==> src/rtl/alu_pkg.sv <==
// Shared constants, payload type and instruction decode for the ALU issue stage.
// Decode is a pure function so the issue stage stays a thin wrapper around the buffer.
package alu_pkg;

  localparam logic [5:0] OP_RTYPE = 6'b000000;
  localparam logic [5:0] OP_ADDI  = 6'b001000;
  localparam logic [5:0] OP_ADDIU = 6'b001001;
  localparam logic [5:0] OP_SLTI  = 6'b001010;
  localparam logic [5:0] OP_SLTIU = 6'b001011;
  localparam logic [5:0] OP_ANDI  = 6'b001100;
  localparam logic [5:0] OP_ORI   = 6'b001101;
  localparam logic [5:0] OP_XORI  = 6'b001110;
  localparam logic [5:0] OP_LUI   = 6'b001111;

  localparam logic [5:0] FN_SLL  = 6'b000000;
  localparam logic [5:0] FN_SRL  = 6'b000010;
  localparam logic [5:0] FN_SRA  = 6'b000011;
  localparam logic [5:0] FN_SLLV = 6'b000100;
  localparam logic [5:0] FN_SRLV = 6'b000110;
  localparam logic [5:0] FN_SRAV = 6'b000111;
  localparam logic [5:0] FN_JR   = 6'b001000;
  localparam logic [5:0] FN_ADD  = 6'b100000;
  localparam logic [5:0] FN_ADDU = 6'b100001;
  localparam logic [5:0] FN_SUB  = 6'b100010;
  localparam logic [5:0] FN_SUBU = 6'b100011;
  localparam logic [5:0] FN_AND  = 6'b100100;
  localparam logic [5:0] FN_OR   = 6'b100101;
  localparam logic [5:0] FN_XOR  = 6'b100110;
  localparam logic [5:0] FN_NOR  = 6'b100111;
  localparam logic [5:0] FN_SLT  = 6'b101010;
  localparam logic [5:0] FN_SLTU = 6'b101011;

  localparam logic [5:0] ALUC_ADD  = 6'b100000;
  localparam logic [5:0] ALUC_ADDU = 6'b100001;
  localparam logic [5:0] ALUC_SLT  = 6'b101010;
  localparam logic [5:0] ALUC_SLTU = 6'b101011;
  localparam logic [5:0] ALUC_AND  = 6'b100100;
  localparam logic [5:0] ALUC_OR   = 6'b100101;
  localparam logic [5:0] ALUC_XOR  = 6'b100110;
  localparam logic [5:0] ALUC_LUI  = 6'b001111;

  typedef struct packed {
    logic [31:0] a;
    logic [31:0] b;
    logic [5:0]  aluc;
    logic [4:0]  dest;
    logic        wr_en;
    logic        ovf_trap_en;
    logic        illegal;
  } alu_pl_t;

  function automatic alu_pl_t alu_decode(input logic [31:0] instr,
                                         input logic [31:0] rs_val,
                                         input logic [31:0] rt_val);
    alu_pl_t     p;
    logic [5:0]  op, fn;
    logic [31:0] sx, zx;
    logic        jr;
    op = instr[31:26];
    fn = instr[5:0];
    sx = {{16{instr[15]}}, instr[15:0]};
    zx = {16'b0, instr[15:0]};
    jr = 1'b0;
    // Anything that falls through keeps the illegal shape: ADDU of zeros, no writeback.
    p = '0;
    p.aluc = ALUC_ADDU;
    p.illegal = 1'b1;
    case (op)
      OP_RTYPE: begin
        case (fn)
          FN_ADD, FN_ADDU, FN_SUB, FN_SUBU, FN_AND, FN_OR, FN_XOR, FN_NOR,
          FN_SLT, FN_SLTU, FN_SLLV, FN_SRLV, FN_SRAV, FN_JR: begin
            p.illegal = 1'b0;
            p.aluc = fn;
            p.a = rs_val;
            p.b = rt_val;
            p.dest = instr[15:11];
            p.ovf_trap_en = (fn == FN_ADD) || (fn == FN_SUB);
            jr = (fn == FN_JR);
          end
          FN_SLL, FN_SRL, FN_SRA: begin
            p.illegal = 1'b0;
            p.aluc = fn;
            p.a = {27'b0, instr[10:6]};
            p.b = rt_val;
            p.dest = instr[15:11];
          end
          default: ;
        endcase
      end
      OP_ADDI, OP_ADDIU, OP_SLTI, OP_SLTIU: begin
        p.illegal = 1'b0;
        p.a = rs_val;
        p.b = sx;
        p.dest = instr[20:16];
        case (op)
          OP_ADDI:  p.aluc = ALUC_ADD;
          OP_ADDIU: p.aluc = ALUC_ADDU;
          OP_SLTI:  p.aluc = ALUC_SLT;
          default:  p.aluc = ALUC_SLTU;
        endcase
        p.ovf_trap_en = (op == OP_ADDI);
      end
      OP_ANDI, OP_ORI, OP_XORI: begin
        p.illegal = 1'b0;
        p.a = rs_val;
        p.b = zx;
        p.dest = instr[20:16];
        case (op)
          OP_ANDI: p.aluc = ALUC_AND;
          OP_ORI:  p.aluc = ALUC_OR;
          default: p.aluc = ALUC_XOR;
        endcase
      end
      OP_LUI: begin
        p.illegal = 1'b0;
        p.aluc = ALUC_LUI;
        p.a = zx;
        p.b = '0;
        p.dest = instr[20:16];
      end
      default: ;
    endcase
    p.wr_en = !p.illegal && !jr && (p.dest != 5'd0);
    return p;
  endfunction

endpackage

==> src/rtl/alu_skid_buf.sv <==
// Two-entry valid/ready skid buffer with registered head and synchronous flush.
// in_ready comes only from state, so there is no out_ready -> in_ready path.
module alu_skid_buf #(
  parameter int DW = 8
) (
  input  logic          clk,
  input  logic          rst,
  input  logic          flush,
  input  logic          in_valid,
  output logic          in_ready,
  input  logic [DW-1:0] din,
  output logic          out_valid,
  input  logic          out_ready,
  output logic [DW-1:0] dout
);

  localparam logic [1:0] S_EMPTY = 2'd0;
  localparam logic [1:0] S_ONE   = 2'd1;
  localparam logic [1:0] S_FULL  = 2'd2;

  logic [1:0]    state;
  logic [DW-1:0] head, skid;
  logic          acc, pop;

  assign in_ready  = !rst && (state != S_FULL);
  assign out_valid = (state != S_EMPTY);
  assign dout      = head;
  assign acc       = in_valid && in_ready;
  assign pop       = out_valid && out_ready;

  always_ff @(posedge clk) begin
    if (rst) begin
      state <= S_EMPTY;
      head  <= '0;
      skid  <= '0;
    end else if (flush) begin
      state <= S_EMPTY;
    end else begin
      case (state)
        S_EMPTY: if (acc) begin
          head  <= din;
          state <= S_ONE;
        end
        S_ONE: begin
          if (acc && pop) head <= din;
          else if (acc) begin
            skid  <= din;
            state <= S_FULL;
          end else if (pop) state <= S_EMPTY;
        end
        S_FULL: if (pop) begin
          head  <= skid;
          state <= S_ONE;
        end
        default: state <= S_EMPTY;
      endcase
    end
  end

endmodule

==> src/rtl/alu_issue.sv <==
// Execute-entry stage: decodes instruction + operands and presents them to the ALU
// through a skid buffer so operands are always registered.
module alu_issue
  import alu_pkg::*;
#(
  parameter int W            = 32,
  parameter int PASS_ILLEGAL = 1
) (
  input  logic         clk,
  input  logic         rst,
  input  logic         in_valid,
  output logic         in_ready,
  input  logic [31:0]  instr,
  input  logic [W-1:0] rs_val,
  input  logic [W-1:0] rt_val,
  input  logic         flush,
  output logic         out_valid,
  input  logic         out_ready,
  output logic [W-1:0] a,
  output logic [W-1:0] b,
  output logic [5:0]   aluc,
  output logic [4:0]   dest,
  output logic         wr_en,
  output logic         ovf_trap_en,
  output logic         illegal
);

  alu_pl_t dec, head;
  logic    enq;

  assign dec = alu_decode(instr, rs_val, rt_val);
  // Dropped illegals still handshake upstream; they just never reach the buffer.
  assign enq = in_valid && !flush && ((PASS_ILLEGAL != 0) || !dec.illegal);

  alu_skid_buf #(.DW($bits(alu_pl_t))) u_buf (
    .clk       (clk),
    .rst       (rst),
    .flush     (flush),
    .in_valid  (enq),
    .in_ready  (in_ready),
    .din       (dec),
    .out_valid (out_valid),
    .out_ready (out_ready),
    .dout      (head)
  );

  assign a           = head.a;
  assign b           = head.b;
  assign aluc        = head.aluc;
  assign dest        = head.dest;
  assign wr_en       = head.wr_en;
  assign ovf_trap_en = head.ovf_trap_en;
  assign illegal     = head.illegal;

endmodule

==> config.mk <==
export PLATFORM = sky130hd
export DESIGN_NAME = alu_issue
export DESIGN_NICKNAME = d
export VERILOG_FILES = /design/src/rtl/alu_pkg.sv /design/src/rtl/alu_skid_buf.sv /design/src/rtl/alu_issue.sv
export SDC_FILE = /design/constraint.sdc
export NUM_CORES = 1
export LEC_CHECK = 0
export CORE_MARGIN = 3
export CORE_UTILIZATION = 35
export DETAILED_ROUTE_END_ITERATION = 8
export PLACE_DENSITY = 0.61
export SLEW_MARGIN = 10
export SYNTH_ARGS = -nofsm -noshare
export SYNTH_HDL_FRONTEND = slang
export SYNTH_SLANG_ARGS = --single-unit
==> constraint.sdc <==
create_clock -name clk -period 3.1 [get_ports clk]
set_input_delay 0.465 -clock clk [delete_from_list [all_inputs] [get_ports clk]]
set_output_delay 0.465 -clock clk [all_outputs]
set_load 0.005 [all_outputs]
=== After elaboration in Yosys (flattened, before gate mapping) ===
Index checks and enable logic that the tools add are counted.

* Word-level logic and storage cells: 85
* Register bits after elaboration: 158
* Output and inout port bits: 80

* Eq/ne operators: 32
* Bitwise gates (word level): 2
* Multiplexer cells: 20
* Reductions and logical operators: 28

{| class="wikitable"
|+ Operators with widths
! cell !! number
|-
| $pmux W75 S4 || 1
|-
| $mux W78 || 3
|-
| $pmux W78 S3 || 1
|-
| $pmux W75 S2 || 1
|-
| $eq A6 B6 Y1 const B || 10
|-
| $eq A6 B4 Y1 const B || 9
|-
| $eq A6 B3 Y1 const B || 3
|-
| $reduce_or A17 Y1 || 1
|-
| $reduce_or A14 Y1 || 1
|-
| $eq A6 B2 Y1 const B || 2
|-
| $logic_not A6 Y1 || 2
|-
| $pmux W4 S3 || 1
|-
| $mux W2 || 5
|-
| $reduce_and A4 Y1 || 2
|-
| $reduce_or A8 Y1 || 1
|-
| $logic_and A1 B1 Y1 || 7
|-
| $ne A2 B1 Y1 const B || 3
|-
| $pmux W2 S3 || 1
|-
| $reduce_or A3 Y1 || 2
|-
| $reduce_and A5 Y1 || 1
|-
| $reduce_bool A5 Y1 || 1
|-
| $logic_not A1 Y1 || 4
|-
| $mux W1 || 4
|-
| $ne A2 B2 Y1 const B || 2
|-
| other kinds (12) || 14
|}

=== Longest topological paths before layout ===
Gate-level depths: netlist of run 1.

* Word-level depth: 9
* Depth in mapped cells: 9
* Mapped depth without buffers: 5

=== By module ===
Synthesis of run 1 repeated with hierarchy kept, for this count alone.

* Cells, all modules: 889
* Area total of the unflattened synthesis: 8066.5 um2

{| class="wikitable"
|+ Modules (own cells, without submodules)
! module !! area an instance (um2) !! times used !! cells each !! sequential area each (um2)
|-
| alu_skid_buf || 7085.5 || 1 || 752 || 3163.0
|-
| alu_issue || 980.9 || 1 || 137 || 0.0
|}

=== Least setup slack after synthesis of run 1 ===
OpenSTA, ideal clock, no wires.

* Path kind: input-to-reg
* Start point: in instr[5]
* End point: reg u_buf.head[33], in the netlist u_buf.dout[33]
* Arrival time: 2.098 ns
* Setup slack: 0.921 ns
* Stages: 9
* Buffers on the path: 4
* Cell sequence: clkbuf_1 -> mux2_2 -> a21oi_1 -> and3_1 -> buf_4 -> buf_8 -> buf_12 -> a21oi_1 -> a211oi_2

* Word-level cells in the longest chain between the ends: 6
* Elaborated cells between the ends (all ways): 24

{| class="wikitable"
|+ Ends and longest elaborated chain
! item !! line !! RTL
|-
| start: declaration || alu_issue.sv:13 || <nowiki>input logic [31:0] instr,</nowiki>
|-
| $eq A6 B6 Y1, or another cell as far along || alu_pkg.sv:70 || <nowiki>case (fn)</nowiki>
|-
| $reduce_or A14 Y1 or $reduce_or A3 Y1 (tied branches) || alu_pkg.sv:70 ||
|-
| $pmux W75 S2 * || alu_pkg.sv:70 ||
|-
| $pmux W75 S4 * || alu_pkg.sv:68 || <nowiki>case (op)</nowiki>
|-
| $mux W78, on equally long branches || alu_skid_buf.sv:45, alu_skid_buf.sv:40 ||
|-
| $pmux W78 S3 * || alu_skid_buf.sv:39 || <nowiki>case (state)</nowiki>
|-
| end signal: assignment || alu_skid_buf.sv:41 || <nowiki>head <= din;</nowiki>
|-
| end signal: assignment || alu_skid_buf.sv:45 || <nowiki>if (acc && pop) head <= din;</nowiki>
|-
| end signal: assignment || alu_skid_buf.sv:52 || <nowiki>head <= skid;</nowiki>
|-
| end: declaration || alu_skid_buf.sv:22 || <nowiki>logic [DW-1:0] head, skid;</nowiki>
|}

Every way passes the cells marked *; elsewhere a longest branch is shown, timed or not. The select of a mux whose other input is x is not followed.
A chain may end at the register's enable or synchronous reset.

=== Worst setup path in the final report of run 1 ===
* Start point: in instr[29]
* End point: reg u_buf.head[5], in the netlist u_buf.dout[5]

* Word-level cells in the longest chain between the ends: 5
* Elaborated cells between the ends (all ways): 15

{| class="wikitable"
|+ Ends and longest elaborated chain
! item !! line
|-
| $eq A6 B4 Y1 || alu_pkg.sv:68
|-
| $reduce_or A4 Y1 or $reduce_or A3 Y1 (tied branches) || alu_pkg.sv:68
|-
| $pmux W75 S4 * || alu_pkg.sv:68
|-
| $mux W78, on equally long branches || alu_skid_buf.sv:45, alu_skid_buf.sv:40
|-
| $pmux W78 S3 * || alu_skid_buf.sv:39
|}

Marked as above.

==> flow_metrics.py, run 1 <==
metrics = {
    "synthesis": {
        "syn_area_mm2": 0.00737,
        "syn_area_per_cell_um2": 8.94,
        "ys_warn_count": 0,
        "synth_edf_count": 0,
        "synth_top_area_cell": "dfxtp_1",
        "yosys_register_bits": 158,
        "yosysUniqueCellTypes": 55,
        "synth_top_area_share_pct": 42.9,
        "async_flop_share_pct": 0,
        "syn_inst": 824,
        "ys.flop_type": "dfxtp_1",
        "syn-num-nets": 925,
        "yosysSeqAreaShare_pct": 42.9,
        "synth.area.top_cells": "dfxtp_1, a221oi_1, nor2_1, o41ai_2, a211oi_1",
    },
    "cts": {
        "cts_root_buffer": "clkbuf_16",
        "cts_max_level": 4,
        "numClockSinks": 158,
        "clkTransAtPathRegs_ps": 70,
        "cts_tree": "yes",
        "numCtsBuffers": 17,
        "clock_latency_ps": 420,
        "clk_path_buf_depth": 2,
        "cts_setup_buffers": 0,
        "cts-resized-gates": 0,
        "hold_buffers": 0,
    },
    "sta": {
        "hold_violations": 0,
        "worstMarginPinSlew_ps": 1060,
        "tns_ps": 0,
        "fin_hold_ws_ps": 383,
        "slew_headroom_pct": 29.0,
        "timing.fmax_ghz": 0.415,
        "slew_viol_final": 0,
        "rsz0062_at_grt": "false",
        "period_minus_slack_ps": 2410,
        "setup-violations-final": 0,
        "finClkSkew_ps": 8.27,
        "min_period_over_period_pct": 77.8,
    },
    "setup_path": {
        "cp_max_fo": 44,
        "critPathLaunchType": "input pin",
        "crit_type": "input pin to register",
        "critPathCaptureType": "register",
        "required_ps": 3420,
        "arrival_ps": 2740,
    },
    "cells_and_area": {
        "final_cells": 1242,
        "drive_above_1_share_pct": 12.4,
        "final_common_cell": "clkdlybuf4s50_1",
        "seq_area_mm2": 0.00316,
        "nNetsFinal": 1062,
        "antenna-diode-count": 0,
        "multi_input_area_mm2": 0.00376,
        "final_cell_mix": "clkdlybuf4s50_1, dfxtp_1, nor2_1",
        "num-fill-cells": 1947,
        "area_growth_pct": 35.7,
    },
    "grt": {
        "met1_usage_pct": 29.5,
        "grt_pass1_wl_mm": 37.3,
        "grt_antenna_before_repair": 0,
        "grt_max_degree": 72,
        "grtUsageTotal_pct": 20.6,
        "met2_usage_pct": 31.1,
        "grt-ovfl-total": 0,
        "use_met3_pct": 5.03,
        "top_usage_layer": "met2",
        "grt_pass1_vias": 6722,
    },
    "die": {
        "std_cell_rows": 52,
        "core_area_mm2": 0.0204,
        "die_area_mm2": 0.0228,
        "io_pins": 181,
        "die_y_um": 151,
        "start_util_pct": 36.1,
        "die_x_um": 151,
    },
    "drt": {
        "drcViolationCount": 0,
        "wl_per_cell_um": 18.9,
        "wirelength_mm": 23.5,
        "via_per_inst": 5.63,
        "drt_pass1_iterations": 5,
        "drt-initial-drc-count": 490,
        "num_vias": 6987,
        "ant_nets": 0,
    },
    "placed_design": {
        "portBuffers": 175,
        "dpl.hpwl_mm": 15.2,
        "dp_cells": 1212,
        "place.gp.congestion": 0.825,
    },
    "power_and_ir_drop": {
        "internal-power_mw": 3.85,
        "p_sw_share_pct": 22.7,
        "power_mw": 4.97,
        "seq_power_share_pct": 42.1,
        "power.share.clock_pct": 47.6,
        "combPwrFrac_pct": 10.3,
        "p_switching_mw": 1.13,
        "p_leak_nw": 3.49,
        "pwr_density_cell_mw_per_mm2": 497,
        "vdd_ir_drop_max_mv": 0.334,
    },
    "hold_path": {
        "min_path_type": "input pin to register",
    },
    "outcome": {
        "status": "completed",
    },
    "run": {
        "drv_cap": 0,
    },
}
final timing paths:
path              cells after the start              to  slack (ps)            from
hold / removal                        2  u_buf.dout[12]         380             rst
hold reg to reg                       2   u_buf.skid[0]         450   u_buf.skid[0]
setup reg to reg                      5  u_buf.dout[50]         950  u_buf.state[1]
setup / recovery                      7   u_buf.dout[5]         690       instr[29]
logic make-up after synthesis:
logic type	share of synthesized area [%]
and+or+nand+nor	18.8
muxes	0.425
AOI/OAI and AO/OA	31.4
buffers and inverters	6.42
DFF	42.9
Yosys cell counts, types with 6 or more instances:
library cell and instances:
a211oi_1 44, nand3_1 23, buf_6 6, a22o_1 16, a21oi_1 52, o21ai_0 24, clkbuf_1 62, nor3_1 40
nand2_1 49, a221oi_1 62, a22oi_1 11, o22ai_1 13, and3_1 12, nand3b_1 22, nor2_1 111, buf_2 11
a21oi_2 7, buf_4 7, a211oi_2 15, o41ai_2 21, dfxtp_1 158
flip-flops by register name, summed over array words and instances (netlist names):
name         count
u_buf.skid      78
u_buf.dout      78
u_buf.state      2
through the flow:
step | cell area, um^2 | utilization [%] | worst slack (ps)
after detailed placement | 9340 | 45.7 | 264
after global placement | 9340 | 45.7 | 269
after floorplan | 7370 | - | 921
after global routing | 10000 | 48.9 | 564
after CTS | 10000 | 48.9 | 696
final | 10000 | 48.9 | 689
per-layer routing:
| layer | wire (um) | vias to the layer above | share of wire [%] |
|---|---|---|---|
| li1 | - | 3400 | - |
| met1 | 11000 | 3352 | 47 |
| met2 | 10600 | 216 | 45 |
| met3 | 1550 | 19 | 6.6 |
| met4 | 315 | 0 | 1.3 |
| met5 | 0 | - | 0 |
critical path: stages:
cell	delay [ps]
clkdlybuf4s50_1	460
or4_4	560
nor3_4	220
and3_2	320
buf_12	240
a221oi_1	140
o41ai_2	310
cell type report:
class                           instances  share of cell area [%]
Multi-Input combinational cell        573                    37.6
Sequential cell                       158                    31.6
Timing Repair Buffer                  208                    20.6
Clock buffer                           19                    4.43
Tap cell                              270                    3.38
Clock inverter                         11                    2.15
Inverter                                3                   0.113
power by group through the flow:
stage	clock, mW	sequential (mW)	combinational [mW]
5_1_grt	2.50	2.10	0.555
2_1_floorplan	0	2.14	0.206
4_1_cts	2.41	2.09	0.514
6_report	2.37	2.09	0.513
3_5_place_dp	0	2.14	0.511
3_3_place_gp	0	2.14	0.510
Note: power is estimated with default switching activity, not from simulation.
==> run 2, diff against run 1 <==
- PLACE_DENSITY: 0.61 -> 0.63
- clock period: 3.1 -> 2.2 ns (I/O delays scaled with it)
==> run 2 against run 1 <==
Via count is 4.1% higher. Setup slack lost 630 ps. Sequential share of layout area fell by 1.7 points. Critical path depth rose by 1. Wire length is 3.2% higher. Combinational power rose by 54%. Sequential power rose by 41%. Cell area is 5.8% higher. Flip-flop and latch count unchanged. Clock-buffer cell count is 2 higher. Clock skew increased by 9.0 ps. Global-route usage is 0.65 points higher. Critical path type unchanged. Critical endpoint is now u_buf.skid[70]. Largest cell class unchanged. Largest power group unchanged.
==> flow_metrics.py, run 2 (synthesis results as in run 1) <==
metrics = {
    "die": {
        "std_cell_rows": 52,
        "start_util_pct": 36.1,
        "die_x_um": 151,
        "die_area_mm2": 0.0228,
        "die_y_um": 151,
        "io_pins": 181,
        "core_area_mm2": 0.0204,
    },
    "grt": {
        "grt-ovfl-total": 0,
        "grt_pass1_vias": 6916,
        "grt_pass1_wl_mm": 38.3,
        "grt_max_degree": 166,
        "grt_antenna_before_repair": 0,
        "grtUsageTotal_pct": 21.3,
    },
    "cts": {
        "numCtsBuffers": 17,
        "cts_tree": "yes",
        "cts_max_level": 4,
        "clk_path_buf_depth": 2,
        "cts_root_buffer": "clkbuf_16",
        "clock_latency_ps": 440,
        "clkTransAtPathRegs_ps": 60,
        "hold_buffers": 0,
        "numClockSinks": 158,
    },
    "drt": {
        "drt-initial-drc-count": 701,
        "via_per_inst": 5.60,
        "drcViolationCount": 0,
        "num_vias": 7272,
        "ant_nets": 0,
        "drt_pass1_iterations": 5,
        "wirelength_mm": 24.2,
        "wl_per_cell_um": 18.6,
    },
    "sta": {
        "worstMarginPinSlew_ps": 851,
        "period_minus_slack_ps": 2150,
        "hold_violations": 0,
        "tns_ps": 0,
        "setup-violations-final": 0,
        "min_period_over_period_pct": 97.6,
        "timing.fmax_ghz": 0.466,
        "finClkSkew_ps": 17.3,
        "slew_viol_final": 0,
        "slew_headroom_pct": 43.3,
    },
    "setup_path": {
        "required_ps": 2570,
        "critPathSlowestCell": "or4_4",
        "crit_type": "input pin to register",
        "arrival_ps": 2510,
        "path_cells": "clkdlybuf4s50_1, or4_4, nor3_4, a41o_1, buf_12, and2_1, buf_12, a22o_1",
        "path_delay_family": "simple AND/OR/NAND/NOR gates",
        "critPathCaptureType": "register",
        "cp_max_fo": 16,
        "path_buf_inv": 3,
        "critPathLaunchType": "input pin",
        "cpMostUsedCell": "buf_12",
        "slowest_delay_ps": 570,
    },
    "hold_path": {
        "min_path_type": "register to register",
    },
    "placed_design": {
        "dpl.hpwl_mm": 15.9,
        "place_area_mm2": 0.00993,
        "portBuffers": 175,
        "place.gp.congestion": 0.822,
    },
    "cells_and_area": {
        "nNetsFinal": 1116,
        "final_cell_area_mm2": 0.0106,
        "final_cell_mix": "clkdlybuf4s50_1, dfxtp_1, nor2_1",
        "drive_above_1_share_pct": 17.3,
        "area_growth_pct": 43.6,
        "final_common_cell": "clkdlybuf4s50_1",
    },
    "run": {
        "drv_cap": 0,
    },
    "power_and_ir_drop": {
        "vdd_ir_drop_max_mv": 0.459,
        "p_leak_nw": 3.79,
        "pwr_density_cell_mw_per_mm2": 647,
    },
    "outcome": {
        "status": "completed",
    },
}
-- run 2: area by class of cell --
type	count	area, um^2
fillers	1870	9850
multi-input cells	573	3780
flip-flops and latches	158	3160
repair buffers	262	2670
clock buffers	21	460
well taps	270	338
clock inverters	11	155
inverters	3	11.3
diodes	1	2.50
-- run 2: per-layer routing --
metal  routed length (um)  global-route usage [%]
met1                11200                    29.8
met2                11400                    33.9
met3                 1390                    4.04
met4                  229                    5.21
met5                    0                       0
-- run 2: repair_timing --
item                                   4_1_cts  5_1_grt
setup buffers                                0        1
setup endpoints to repair                    0       24
endpoints found under the hold margin        0        0
gates resized for setup                      0        5
-- run 2: worst paths after layout --
kind	depth (start not counted)	end	start	slack, ps
hold reg to reg	2	u_buf.dout[12]	u_buf.dout[12]	460
hold / removal	2	u_buf.dout[12]	u_buf.dout[12]	460
setup reg to reg	6	u_buf.dout[51]	u_buf.state[1]	220
setup / recovery	8	u_buf.skid[70]	instr[29]	50
-- run 2: stage by stage --
stage / total power [mW] / hold slack [ps] / util, % / setup WS, ps / cells
after floorplan: 3.30 / 407 / - / 156 / 824
after global placement: 3.79 / 444 / 48.6 / -361 / 1265
after detailed placement: 3.80 / 446 / 48.6 / -387 / 1265
after CTS: 6.88 / 459 / 51.6 / 59.3 / 1297
after global routing: 7.08 / 486 / 51.8 / -14.8 / 1298
final: 6.84 / 459 / 51.8 / 53.8 / 1299
-- run 2: tightest hold or removal path, delay by kind of cell (launching register included) --
kind / cells / cell delay (ps)
and+or+nand+nor: 1 / 50
DFF: 1 / 310
AOI/OAI and AO/OA: 1 / 50
-- run 2: power breakdown --
group / internal [mW] / switching, mW / total (mW)
logic: 0.404 / 0.384 / 0.788
registers: 2.92 / 0.0338 / 2.95
clock network: 1.86 / 1.24 / 3.10
total: 5.18 / 1.66 / 6.84
